## src/rtl/ctrl_pkg.sv

```systemverilog
// ctrl_pkg: shared state encoding, RV32 opcode constants and ALU operation codes
// for the ctrl_seq_v2 control sequencer.
package ctrl_pkg;
    typedef enum logic [3:0] {
        S_FETCH, S_FWAIT, S_EXEC, S_MEM_REQ, S_MEM_WAIT, S_WB, S_IRQ_ENTRY, S_IRQ_ACK, S_TRAP
    } state_e;
    localparam logic [6:0] OP_LUI    = 7'b0110111;
    localparam logic [6:0] OP_AUIPC  = 7'b0010111;
    localparam logic [6:0] OP_OPIMM  = 7'b0010011;
    localparam logic [6:0] OP_OP     = 7'b0110011;
    localparam logic [6:0] OP_JAL    = 7'b1101111;
    localparam logic [6:0] OP_JALR   = 7'b1100111;
    localparam logic [6:0] OP_BRANCH = 7'b1100011;
    localparam logic [6:0] OP_LOAD   = 7'b0000011;
    localparam logic [6:0] OP_STORE  = 7'b0100011;
    localparam logic [6:0] OP_SYSTEM = 7'b1110011;
    localparam logic [1:0] ALU_ADD  = 2'b00;
    localparam logic [1:0] ALU_R    = 2'b01;
    localparam logic [1:0] ALU_PASS = 2'b10;
    localparam logic [1:0] ALU_CMP  = 2'b11;
    // Opcodes that write rd straight from the ALU and then retire through WB.
    function automatic logic writes_rd(input logic [6:0] op);
        return op inside {OP_LUI, OP_AUIPC, OP_OPIMM, OP_OP, OP_JAL, OP_JALR};
    endfunction
endpackage

```

## src/rtl/irq_prio_enc.sv

```systemverilog
// irq_prio_enc: reports whether any request is set and the index of the lowest one.
module irq_prio_enc #(
    parameter int N = 4,
    parameter int W = 2
) (
    input  logic [N-1:0] req_i,
    output logic         valid_o,
    output logic [W-1:0] id_o
);
    always_comb begin
        valid_o = |req_i;
        id_o = '0;
        for (int i = N - 1; i >= 0; i--) if (req_i[i]) id_o = W'(i);
    end
endmodule

```

## src/rtl/ctrl_seq_v2.sv

```systemverilog
// ctrl_seq_v2: multi-cycle RV32 control sequencer with prioritised interrupts,
// byte/half/word strobes, misalign trap and bus timeout.
module ctrl_seq_v2 import ctrl_pkg::*; #(
    parameter int                 NUM_IRQ  = 4,
    parameter logic [NUM_IRQ-1:0] IRQ_MASK = {NUM_IRQ{1'b1}},
    parameter int                 TIMEOUT  = 16,
    parameter int                 IRQ_ID_W = (NUM_IRQ > 1) ? $clog2(NUM_IRQ) : 1
) (
    input  logic                CLK,
    input  logic                RES,
    input  logic [6:0]          opcode,
    input  logic [2:0]          funct3,
    input  logic [1:0]          addr_lo,
    output logic                instr_req,
    input  logic                instr_gnt,
    input  logic                instr_r_valid,
    output logic                data_req,
    output logic                data_write_enable,
    output logic [3:0]          data_be,
    input  logic                data_gnt,
    input  logic                data_r_valid,
    output logic                pc_enable,
    output logic                MODE,
    output logic                reg_pc_select,
    output logic                write_enable,
    output logic                ALUSrcMux1,
    output logic                ALUSrcMux2,
    output logic                ALUSrcMux1_S,
    output logic                ALUSrcMux2_S,
    output logic [1:0]          ALUOp,
    output logic                alu_dm_select,
    output logic                instr_reg_mux,
    input  logic [NUM_IRQ-1:0]  irq,
    input  logic                irq_status,
    output logic [NUM_IRQ-1:0]  irq_ack,
    output logic [IRQ_ID_W-1:0] irq_id,
    output logic                irq_status_update,
    output logic                irq_context,
    output logic                irq_addr_sel,
    output logic                bckup_reg,
    output logic                mret_sel,
    output logic                illegal_instr,
    output logic                bus_err,
    output logic                misalign
);
    localparam logic [15:0] TLAST = 16'(TIMEOUT - 1);
    state_e state_q, state_d;
    logic [6:0] op_q, op_d;
    logic [2:0] f3_q, f3_d;
    logic [IRQ_ID_W-1:0] id_q, id_d, pend_id;
    logic [15:0] timer_q;
    logic pend_any, pend, count, expired, mis, is_load, f3_unused;
    logic [3:0] be;
    irq_prio_enc #(.N(NUM_IRQ), .W(IRQ_ID_W)) u_enc (
        .req_i(irq & IRQ_MASK), .valid_o(pend_any), .id_o(pend_id)
    );
    assign pend = pend_any && !irq_status;
    assign expired = (TIMEOUT != 0) && (timer_q == TLAST);
    assign is_load = op_q == OP_LOAD;
    assign f3_unused = f3_q[2];
    assign be = (f3_q[1:0] == 2'b00) ? 4'b0001 << addr_lo :
                (f3_q[1:0] == 2'b01) ? 4'b0011 << {addr_lo[1], 1'b0} :
                (f3_q[1:0] == 2'b10) ? 4'b1111 : 4'b0000;
    assign mis = (f3_q[1:0] == 2'b01 && addr_lo[0]) || (f3_q[1:0] == 2'b10 && addr_lo != 2'b00) ||
                 f3_q[1:0] == 2'b11;
    always_comb begin
        state_d = state_q; op_d = op_q; f3_d = f3_q; id_d = id_q; count = 1'b0;
        instr_req = 1'b0; data_req = 1'b0; data_write_enable = 1'b0; data_be = 4'b0000;
        pc_enable = 1'b0; MODE = 1'b0; reg_pc_select = 1'b0; write_enable = 1'b0;
        ALUSrcMux1 = 1'b0; ALUSrcMux2 = 1'b0; ALUSrcMux1_S = 1'b0; ALUSrcMux2_S = 1'b0;
        ALUOp = ALU_ADD; alu_dm_select = 1'b0; instr_reg_mux = 1'b0;
        irq_ack = '0; irq_id = '0; irq_status_update = 1'b0; irq_context = 1'b0;
        irq_addr_sel = 1'b0; bckup_reg = 1'b0; mret_sel = 1'b0;
        illegal_instr = 1'b0; bus_err = 1'b0; misalign = 1'b0;
        if (!RES) begin
            // Datapath steering is a pure function of the opcode while it is in flight.
            if (state_q inside {S_EXEC, S_MEM_REQ, S_WB}) begin
                case (op_q)
                    OP_LUI:    begin ALUOp = ALU_PASS; ALUSrcMux2 = 1'b1; ALUSrcMux1_S = 1'b1; end
                    OP_AUIPC:  begin ALUOp = ALU_PASS; ALUSrcMux1 = 1'b1; ALUSrcMux2 = 1'b1; end
                    OP_OPIMM:  begin ALUOp = ALU_ADD; ALUSrcMux2 = 1'b1; end
                    OP_OP:     ALUOp = ALU_R;
                    OP_JAL:    begin ALUOp = ALU_CMP; ALUSrcMux1 = 1'b1; ALUSrcMux2_S = 1'b1; MODE = 1'b1; end
                    OP_JALR:   begin
                        ALUOp = ALU_PASS; ALUSrcMux1 = 1'b1; ALUSrcMux2_S = 1'b1; MODE = 1'b1; reg_pc_select = 1'b1;
                    end
                    OP_BRANCH: begin ALUOp = ALU_CMP; MODE = 1'b1; end
                    OP_LOAD:   begin ALUOp = ALU_ADD; ALUSrcMux2 = 1'b1; end
                    OP_STORE:  begin ALUOp = ALU_R; ALUSrcMux2 = 1'b1; end
                    default:   ;
                endcase
            end
            case (state_q)
                S_FETCH: begin
                    if (pend) begin
                        state_d = S_IRQ_ENTRY; id_d = pend_id;
                    end else begin
                        instr_req = 1'b1; count = 1'b1;
                        if (instr_gnt) state_d = S_FWAIT;
                        else if (expired) begin bus_err = 1'b1; state_d = S_TRAP; end
                    end
                end
                S_FWAIT: begin
                    count = 1'b1;
                    if (instr_r_valid) begin state_d = S_EXEC; op_d = opcode; f3_d = funct3; end
                    else if (expired) begin bus_err = 1'b1; state_d = S_TRAP; end
                end
                S_EXEC: begin
                    if (writes_rd(op_q)) begin
                        write_enable = 1'b1; state_d = S_WB;
                    end else if (op_q == OP_LOAD || op_q == OP_STORE) begin
                        state_d = S_MEM_REQ;
                    end else begin
                        pc_enable = 1'b1; state_d = S_FETCH;
                        MODE = MODE || op_q == OP_SYSTEM;
                        mret_sel = op_q == OP_SYSTEM;
                        irq_status_update = op_q == OP_SYSTEM;
                        illegal_instr = !(op_q inside {OP_BRANCH, OP_SYSTEM});
                    end
                end
                S_MEM_REQ: begin
                    data_write_enable = op_q == OP_STORE;
                    if (mis) begin
                        misalign = 1'b1; state_d = S_TRAP;
                    end else begin
                        data_req = 1'b1; data_be = be; count = 1'b1;
                        if (data_gnt) state_d = S_MEM_WAIT;
                        else if (expired) begin bus_err = 1'b1; state_d = S_TRAP; end
                    end
                end
                S_MEM_WAIT: begin
                    count = 1'b1; instr_reg_mux = is_load;
                    if (data_r_valid) begin
                        write_enable = is_load; alu_dm_select = is_load; state_d = S_WB;
                    end else if (expired) begin
                        bus_err = 1'b1; state_d = S_TRAP;
                    end
                end
                S_WB: begin pc_enable = 1'b1; state_d = S_FETCH; end
                S_IRQ_ENTRY: begin
                    pc_enable = 1'b1; MODE = 1'b1; bckup_reg = 1'b1; irq_addr_sel = 1'b1;
                    irq_status_update = 1'b1; irq_context = 1'b1; irq_id = id_q; state_d = S_IRQ_ACK;
                end
                S_IRQ_ACK: begin irq_ack = NUM_IRQ'(1) << id_q; irq_id = id_q; state_d = S_FETCH; end
                S_TRAP: begin pc_enable = 1'b1; state_d = S_FETCH; end
                default: state_d = S_FETCH;
            endcase
        end
    end
    always_ff @(posedge CLK) begin
        if (RES) begin
            state_q <= S_FETCH; op_q <= '0; f3_q <= '0; id_q <= '0; timer_q <= '0;
        end else begin
            state_q <= state_d; op_q <= op_d; f3_q <= f3_d; id_q <= id_d;
            timer_q <= (state_d != state_q) ? 16'd0 : timer_q + 16'(count);
        end
    end
endmodule
```

## config.mk

```make
export PLATFORM = sky130hd
export DESIGN_NAME = ctrl_seq_v2
export DESIGN_NICKNAME = d
export VERILOG_FILES = /design/src/rtl/ctrl_pkg.sv /design/src/rtl/irq_prio_enc.sv /design/src/rtl/ctrl_seq_v2.sv
export SDC_FILE = /design/constraint.sdc
export NUM_CORES = 1
export LEC_CHECK = 0
export ABC_AREA = 1
export BUFFER_PORTS_ARGS = -buffer_cell sky130_fd_sc_hd__buf_2
export CAP_MARGIN = 20
export CORE_AREA = 2 2 69 71
export DETAILED_ROUTE_END_ITERATION = 8
export DIE_AREA = 0 0 71 73
export GPL_ROUTABILITY_DRIVEN = 1
export PLACE_DENSITY = 0.75
export SYNTH_ARGS = -nofsm -noshare
export SYNTH_HDL_FRONTEND = slang
export SYNTH_SLANG_ARGS = --single-unit
```

## constraint.sdc

```tcl
create_clock -name CLK -period 3.7 [get_ports CLK]
set_clock_uncertainty 0.1 [all_clocks]
set_input_delay 0.185 -clock CLK [delete_from_list [all_inputs] [get_ports CLK]]
set_output_delay 0.185 -clock CLK [all_outputs]
set_load 0.02 [all_outputs]
```

==> run summary, run 1 <==
The run finished with clean final reports. The summed instance area of the synthesized netlist was 2160 µm²; the xor/xnor cell area share of the yosys netlist was 6.08%. Derived from the worst setup path, the maximum achievable clock frequency is 338 MHz. The horizontal die dimension was 71 µm; the post-detailed-routing wire length was 5.44 mm. After synthesis, the largest family of logic cells by area is simple AND/OR/NAND/NOR gates. The overall power came out at 960 µW. Count of buffers inserted at the top-level ports: 54. The synthesized netlist devotes 1.16% of its cell area to adder and majority cells.

Power per cell area: 372 nW/µm². Dividing the detail-routed wire length by the instance count gives 11.9 µm. The setup total negative slack was 0 ns; the buffer levels on the longest clock path was 2. The fraction of the yosys area taken by sequential cells was 28.7%; the instance count of the mapped netlist was 348. Counting cells, the worst reg-to-reg path comes to 18.

The tools report the starting utilization of the core area as 47.6%. After global routing the overflow that remains totals 0. Mean area per synthesized cell: 6.21 µm². The synthesized net count was 373; the number of cells in the finished layout apart from fillers was 458.

Summing all non-filler instances in the final layout gives an area of 2580 µm². Critical path start-end classification: register to register. Number of top-level pins: 56. STA classifies the critical path endpoint as a register. The detailed router placed 2,329 vias in this run.

The run gives 4540 µm² as the standard cell core area. STA puts the critical path data arrival time at 3.03 ns. The number of antenna violations at the first check in global routing is 0. CTS built an H-tree with a depth of 2. Standard cell area after detailed placement: 2460 µm². In this run the worst setup path terminates at timer_q[14]$_SDFF_PP0_. TritonCTS built the clock tree. The first global-routing pass estimated 9.07 mm of wire. Endpoint of the worst-slack reg-to-reg timing path: timer_q[14]$_SDFF_PP0_.

The post-route netlist has 23.0% of its cells at a drive strength greater than 1. Across every metal layer, demand over resource in global routing totals 21.9%. The height of the die works out to 73 µm. Measured on the finished design, the core utilization comes to 56.9%. The number of antenna diodes was 0; the number of buffers inserted for hold repair after clock tree synthesis was 0. The most critical setup path has its startpoint at state_q[2]$_SDFF_PP0_.

The pin count of the biggest net entering global routing is 25, and the leakage power total is 1.21 nW. The synthesized netlist devotes 41.6% of its cell area to simple gates. The net count of the finished layout was 428.

Slowest cell on the critical path: sky130_fd_sc_hd__dfxtp_1. The via count of the first global-routing pass was 2,077. The worst ir drop on vdd was 0.224 mV; the count of standard-cell rows was 25. The number of failing setup endpoints in the final timing report is 0, and the biggest fanout along the worst timing path is 6. The tools report the kind of start point of the critical path as a register. In this run the worst hold path is classified as primary input to register.

The number of placed instances, taps included, is 450. Detailed placement ended at an HPWL of 4.17 mm. Once detail routing completed, the nets flagged for antenna violations numbered 0.

For flop-to-flop paths, the worst setup slack is 0.74 ns. The number of max-slew violations in the final report is 0, and the final critical delay including setup and external delays is 2.96 ns. Synthesis inferred 31 register bits. The delay of the slowest cell on the worst path works out to 0.39 ns. Traced cell by cell, the critical path runs through nor2_4 -> inv_2 -> nor2_2 -> nand2_1 -> nand3_1 -> nand2_1 -> inv_1 -> ha_1 -> ha_1 -> inv_1 -> nor2_1 -> nand3_1 -> nor2_1 -> nand3_1 -> nor2_1 -> nand4_1 -> xor2_1 -> nor2_2.

For the required arrival time at the worst endpoint, the log shows 3.77 ns. Gates resized during post-CTS repair numbered 0. Counting the fill cells in the layout gives 468. At the end of routability-driven placement, the weighted congestion stood at 0.938. The startpoint of the worst register-to-register path is state_q[2]$_SDFF_PP0_. The top cell types in the final layout, fill and taps aside, are sky130_fd_sc_hd__nand2_1, sky130_fd_sc_hd__nor2_1, sky130_fd_sc_hd__buf_2. The library cell used most frequently in the layout, excluding fill and tap cells, is sky130_fd_sc_hd__nand2_1. The tools report the number of max-cap violations as 0.

The area growth from synthesis to layout is 19.3%. Setup repair after global routing left no endpoint under its margin. At the pin with the least slew margin, the transition time is 0.495 ns. For this run, design rule violations remaining after detail routing come to 0. For this run, the number of Yosys warnings is 0.

Detailed-router iteration count before antenna repair: 4. The logs give 176 for the violation count after the first detailed-routing iteration and 31 for the total clock sinks. The tools report the root cell of the clock tree as sky130_fd_sc_hd__clkbuf_8. Final critical-path share of the clock period: 80.0%. Summing the areas of all compound-gate instances in the mapped netlist gives 11.1% of the synthesized area. For the worst-skew pair, the clock arrives at the later sink with an insertion delay of 0.29 ns. The tools report the overall die area as 5180 µm².

Measured against its own limit, the worst slew margin works out to 66.2%. In this run, CTS created clock tree buffers numbering 5. Multiplexer cells account for 0% of the synthesized area. The tools report the hold violation total from the final report as 0. The clock slew seen by the registers of the worst setup and hold paths was 0.07 ns; the distinct cell type count after synthesis was 34. The number of vias per cell after detailed routing was 5.09. Post-CTS setup repair buffer count: 0.
[sequential cells by signal, summed over array words and instances (netlist names)]
name / cells
id_q: 2
state_q: 4
op_q: 7
timer_q: 16
f3_q: 2
[report_power, final]
part	internal [mW]	total, mW	switching, mW
logic	0.0758	0.244	0.168
registers	0.350	0.369	0.0190
clock network	0.218	0.347	0.129
total	0.644	0.960	0.316
[cells in the mapped netlist]
cell                        instances  share of area [%]
sky130_fd_sc_hd__nand2_1           69                 12
sky130_fd_sc_hd__nor2_1            57                9.9
sky130_fd_sc_hd__inv_1             48                8.3
sky130_fd_sc_hd__dfxtp_1           31                 29
sky130_fd_sc_hd__nand3_1           24                5.6
sky130_fd_sc_hd__a21oi_1           17                3.9
sky130_fd_sc_hd__nor2_2            17                4.9
sky130_fd_sc_hd__o21ai_0           16                3.7
sky130_fd_sc_hd__xor2_1            10                4.1
sky130_fd_sc_hd__nand4_1            9                2.6
sky130_fd_sc_hd__nor3_1             7                1.6
sky130_fd_sc_hd__inv_2              5               0.87
sky130_fd_sc_hd__xnor2_1            5                2.0
sky130_fd_sc_hd__clkbuf_1           4               0.69
sky130_fd_sc_hd__nor4_1             4                1.2
sky130_fd_sc_hd__a31oi_1            3               0.87
sky130_fd_sc_hd__buf_4              2               0.69
sky130_fd_sc_hd__ha_1               2                1.2
sky130_fd_sc_hd__nand2_2            2               0.58
sky130_fd_sc_hd__nor2_4             2                1.0
sky130_fd_sc_hd__a2111oi_0          1               0.41
sky130_fd_sc_hd__a211oi_1           1               0.35
sky130_fd_sc_hd__a41oi_1            1               0.41
sky130_fd_sc_hd__and2_1             1               0.29
sky130_fd_sc_hd__buf_8              1               0.69
sky130_fd_sc_hd__nand2_4            1               0.52
sky130_fd_sc_hd__nand3_2            1               0.46
sky130_fd_sc_hd__nand3b_1           1               0.35
sky130_fd_sc_hd__nor3b_1            1               0.35
sky130_fd_sc_hd__o2111ai_1          1               0.41
sky130_fd_sc_hd__o21ai_2            1               0.41
sky130_fd_sc_hd__o21bai_1           1               0.35
sky130_fd_sc_hd__o22ai_1            1               0.29
sky130_fd_sc_hd__or2_2              1               0.29
[critical path: cells and delay by family (launching register included)]
| kind | cells | cell delay [ns] |
|---|---|---|
| buf+inv | 3 | 0.18 |
| fa+ha+maj | 2 | 0.40 |
| simple gates | 12 | 1.60 |
| xor+xnor | 1 | 0.18 |
| flops | 1 | 0.39 |
[how the worst min path moves through the flow]
stage | slack [ns] | depth (start not counted) | endpoint | start
global route | 0.1 | 3 | f3_q[0]$_SDFFE_PP0P_ | funct3[0]
floorplan | 0.27 | 2 | id_q[0]$_SDFFE_PP0P_ | irq[1]
global placement | 0.33 | 2 | op_q[0]$_SDFFE_PP0P_ | op_q[0]$_SDFFE_PP0P_
finish | 0.07 | 3 | f3_q[0]$_SDFFE_PP0P_ | funct3[0]
detailed placement | 0.34 | 2 | op_q[0]$_SDFFE_PP0P_ | op_q[0]$_SDFFE_PP0P_
CTS | 0.07 | 3 | f3_q[1]$_SDFFE_PP0P_ | funct3[1]
[per-layer routing]
layer  wire, µm  vias to the layer above  share of wire (%)  track usage (%)
li1           -                     1223                  -                -
met1       2410                     1019                 44             27.7
met2       2560                       73                 47             35.8
met3        335                       14                6.2             4.28
met4        138                        0                2.5             10.7
met5          0                        -                  0                0
[stage by stage]
stage / hold WS, ns / worst slack, ns
after global routing: 0.0979 / 0.378
after global placement: 0.334 / 0.835
final: 0.0735 / 0.739
after CTS: 0.0696 / 0.755
after floorplan: 0.272 / 0.990
after detailed placement: 0.341 / 0.767
[cells by family (layout without fill, tap and decap cells)]
| family | after synthesis | after routing |
|---|---|---|
| buffers and inverters | 60 | 116 |
| xor gates and xnor gates | 15 | 15 |
| DFF | 31 | 31 |
| AOI/OAI and AO/OA | 43 | 43 |
| and+or+nand+nor | 197 | 197 |
| adders and majority gates | 2 | 2 |
[layout make-up]
type	instances	area (µm²)	area share (%)
inverters	53	199	7.71
clock inverters	2	35.0	1.36
flip-flops and latches	31	621	24.1
multi-input cells	257	1300	50.3
repair buffers	55	278	10.8
clock buffers	6	82.6	3.20
well taps	54	67.6	2.62
No activity file was read; power rests on OpenSTA's default activity.
==> run 2, diff against run 1 <==
Settings changed: ABC_AREA 1 to 0, CORE_AREA 2 2 69 71 to 2 2 71 73, DIE_AREA 0 0 71 73 to 0 0 73 75.
Clock period 3.7 ns to 2.9 ns, I/O delays scaled along.
==> run 2 against run 1 <==
  * First-iteration DRC count down 30%
  * Critical endpoint is now timer_q[7]$_SDFF_PP0_
  * The flow now finishes with violations (negative hold slack)
  * Synthesized cell count down 15%
  * Clock-buffer cell count stayed put
==> run summary, run 2 <==
The worst hold path terminates at op_q[0]$_SDFFE_PP0P_. Setup total negative slack: 0 ns (unchanged). Number of max-cap violations: 0 (unchanged).

The upper clock frequency limit came out at 374 MHz (+11%). Number of stages on the worst hold path: 3 (unchanged). The standard cell core area was 4660 µm² (+2.8%); the share of post-route cells with drive strength above 1 was 26.4% (+3.4 points). Most frequent cell after synthesis: sky130_fd_sc_hd__nor2_1. The power per cell area was 499 nW/µm² (+34%). The number of max-slew violations in the final report came out at 0 (unchanged). Routed signal wires occupy layers up through met4. The tools report the global-route wire length before repair as 9.41 mm (+3.8%).

timer_q holds more flip-flops than any other register. The logs give 0.933 (-0.49%) for the placer congestion estimate and 5 (unchanged) for the number of buffers added by the clock tree synthesis step. The length in cells of the worst reg-to-reg path came out at 8 (-10).

The run gives 0 (unchanged) as the number of warnings reported in the yosys synthesis log. The mean area per synthesized cell was 7.85 µm² (+26%); the detailed-router iteration count before antenna repair was 4 (unchanged). For the maximum level of the CTS H-tree, the log shows 2 (unchanged).

The run gives 0 (unchanged) as the post-CTS setup repair buffer count. Leaving out fill and tap cells, the most frequent cell in the layout is sky130_fd_sc_hd__buf_2. In the final layout, the registers with the most flip-flops are timer_q (16), op_q (7), state_q (4).

The tools report the instance count of the mapped netlist as 297 (-15%). Among all flip-flop cells after synthesis, the most frequent one is sky130_fd_sc_hd__dfxtp_1. The arrival time at the worst endpoint was 2.80 ns (-0.23 ns); the number of flops mapped to enable cells by yosys was 0 (unchanged).

The buffer levels on the longest clock path came out at 2 (unchanged). In the layout the commonest cells are sky130_fd_sc_hd__buf_2, sky130_fd_sc_hd__nor2_1, sky130_fd_sc_hd__dfxtp_1. The tools report the final hold slack as -0.00296 ns (-0.0764 ns).

The count of buffers inserted at the top-level ports was 54 (unchanged); the post-detailed-route count of antenna-violating nets was 0 (unchanged). The number of antenna violations at the first check in global routing is 0 (unchanged), and the global-route total usage across every layer is 21.9% (about the same). The worst hold path begins at opcode[0].

The detailed-routing wirelength on met1 is 2.55 mm (+5.9%), and the height of the die is 75 µm (+2.7%). The total clock sinks came out at 31 (unchanged). The number of vias per cell after detailed routing works out to 5.80 (+14%). The tools report the synthesized net count as 322 (-14%). The biggest fanout along the worst timing path is 19 (+13). The run finished, with violations left. The final critical delay including setup and external delays is 2.68 ns (-0.284 ns). Ranked by total cell area, the synthesized netlist is headed by sky130_fd_sc_hd__dfxtp_1, sky130_fd_sc_hd__nor2_1, sky130_fd_sc_hd__nand2_1. The count of standard-cell rows came out at 25 (unchanged).

The final reports fail on negative hold slack. The detailed placement HPWL came out at 4.38 mm (+4.9%). The slew at the pin closest to its max-slew limit is 0.626 ns (+0.131 ns).

Total length of routed met2 wires: 2.85 mm (+12%). For the number of antenna diodes, the log shows 0 (unchanged). The distinct cell type count after synthesis came out at 62 (+82%). Fraction of the yosys area taken by sequential cells: 26.6% (-2.1 points). The number of gates given a new drive strength after cts was 0 (unchanged). The leakage power total is 1.12 nW (-7.7%). The starting utilization of the core area is 50.0% (+2.4 points), and the routed via count is 2,354 (+1.1%). The critical path in this run is classified as register to register. The storage element area is 621 µm² (unchanged), and the summed instance area of the synthesized netlist is 2330 µm² (+7.9%).

In this run the worst hold path is classified as primary input to register. The run gives 22 (-12%) as the pin count of the biggest net entering global routing. Hold violation total from the final report: 1 (+1). The startpoint identified for the worst register-to-register timing path is state_q[2]$_SDFF_PP0_. The register bit count reported by yosys works out to 31 (unchanged).

The area used by multi-input combinational logic is 1570 µm² (+21%). The run gives 426 (-9.0%) as the layout filler cell count. The violation count after the first detailed-routing iteration came out at 123 (-30%).

The root buffer cell chosen for the clock tree is sky130_fd_sc_hd__clkbuf_8. The worst setup path is captured at a register. The endpoint identified for the worst register-to-register timing path is timer_q[7]$_SDFF_PP0_.

The area growth from synthesis to layout is 18.1%. The overall overflow remaining after global route was 0 (unchanged). TritonCTS built the clock tree.

By count the netlist is led by sky130_fd_sc_hd__nor2_1, sky130_fd_sc_hd__dfxtp_1, sky130_fd_sc_hd__nand2_1, sky130_fd_sc_hd__a21oi_1, sky130_fd_sc_hd__nor3_1. The clock slew seen by the registers of the worst setup and hold paths was 0.06 ns (about the same); the required arrival time at the worst endpoint was 3.02 ns (-0.75 ns). The internal reg-to-reg setup slack is 0.22 ns (-0.52 ns), and the post-route DRC violation count is 0 (unchanged).

The amount of wire on met3 after detailed routing was 308 µm (-8.1%); the final critical-path share of the clock period was 92.3% (+12 points). STA classifies the critical path startpoint as a register. Number of failing setup endpoints in the final timing report: 0 (unchanged). The run gives 56 (unchanged) as the number of top-level pins. Largest area contributor in the synthesized netlist: sky130_fd_sc_hd__dfxtp_1. The clock latency on the worst-skew pair was 0.28 ns (about the same); the overall die area was 5480 µm² (+5.6%).

The worst ir drop on vdd came out at 0.368 mV (+64%). Wire length per cell: 14.4 µm (+21%). The net count of the finished layout was 377 (-12%). For the worst slew margin relative to its limit, the log shows 58.2% (-8.0 points). The horizontal die dimension came out at 73 µm (+2.8%).

The number of buffers inserted for hold repair after clock tree synthesis came out at 1 (+1). The post-synthesis async set-or-reset flop share is 0% (unchanged). Setup repair after global routing left no endpoint under its margin. The number of flip-flops under the largest register name works out to 16 (unchanged).

The area share of the leading cell type in the synthesized netlist is 26.6% (-2.1 points), and the post-detailed-routing wire length is 5.83 mm (+7.1%). Via count of the first global-routing pass: 2,049 (-1.3%).
## run 2: changes by cell type after synthesis, moves of 12 or more
cell                      delta
sky130_fd_sc_hd__nor2_1     -14
sky130_fd_sc_hd__o21ai_0    -12
sky130_fd_sc_hd__nor2_2     -13
sky130_fd_sc_hd__nand2_1    -44
sky130_fd_sc_hd__inv_1      -39
sky130_fd_sc_hd__nand3_1    -16
## run 2: where the power goes
part           internal [mW]  total, mW  switching, mW
Combinational          0.196      0.457          0.260
Sequential             0.449      0.513         0.0639
Clock                  0.251      0.405          0.154
Total                  0.897       1.38          0.478
## run 2: area by class of cell
| class | count | share of cell area (%) |
|---|---|---|
| multi-input cells | 239 | 56.9 |
| repair buffers | 66 | 13.2 |
| clock inverters | 1 | 1.09 |
| well taps | 54 | 2.45 |
| flip-flops and latches | 31 | 22.5 |
| clock buffers | 6 | 2.63 |
| inverters | 9 | 1.23 |
## run 2: cells by family (layout without fill, tap and decap cells)
group                    count (synthesis)  in the layout  synth area share [%]
XOR/XNOR                                15             15                  5.63
AO/OA/AOI/OAI                           54             54                  18.0
multiplexers                             8              8                  3.43
flip-flops                              31             31                  26.6
buffers and inverters                   27             82                  6.17
AND/OR/NAND/NOR                        160            160                  39.1
adder cells (fa/ha/maj)                  2              2                  1.07
## run 2: worst max-delay path: stages (launching register included)
cell	delay, ns
sky130_fd_sc_hd__dfxtp_1	0.72
sky130_fd_sc_hd__buf_4	0.25
sky130_fd_sc_hd__nor4b_1	0.07
sky130_fd_sc_hd__and3_1	0.24
sky130_fd_sc_hd__a2111oi_4	0.23
sky130_fd_sc_hd__o221ai_1	0.15
sky130_fd_sc_hd__or4_1	0.47
sky130_fd_sc_hd__buf_4	0.24
sky130_fd_sc_hd__nor2_1	0.13
## run 2: worst max path at each step
stage                                from                      to  depth (start not counted)
floorplan            f3_q[0]$_SDFFE_PP0P_  timer_q[14]$_SDFF_PP0_                         11
global placement    state_q[2]$_SDFF_PP0_  timer_q[15]$_SDFF_PP0_                          8
detailed placement  state_q[2]$_SDFF_PP0_   timer_q[7]$_SDFF_PP0_                          8
CTS                 state_q[2]$_SDFF_PP0_   timer_q[7]$_SDFF_PP0_                          8
global route        state_q[2]$_SDFF_PP0_   timer_q[7]$_SDFF_PP0_                          8
finish              state_q[2]$_SDFF_PP0_   timer_q[7]$_SDFF_PP0_                          8
## run 2: layer usage
| layer | track usage [%] | vias to the layer above |
|---|---|---|
| met2 | 38.3 | 75 |
| met3 | 4.28 | 15 |
| met4 | 6.79 | 0 |
| met5 | 0 | - |
| met1 | 27.2 | 1084 |
| li1 | - | 1180 |
## run 2: stage by stage
stage	area [µm²]	instances	total power, mW	utilization (%)	worst slack, ns
after floorplan	2330	297	0.872	-	0.421
after global placement	2640	398	0.965	56.7	0.303
after detailed placement	2640	398	0.973	56.7	0.258
after CTS	2760	406	1.38	59.1	0.236
after global routing	2760	406	1.46	59.1	0.0448
final	2760	406	1.38	59.1	0.223
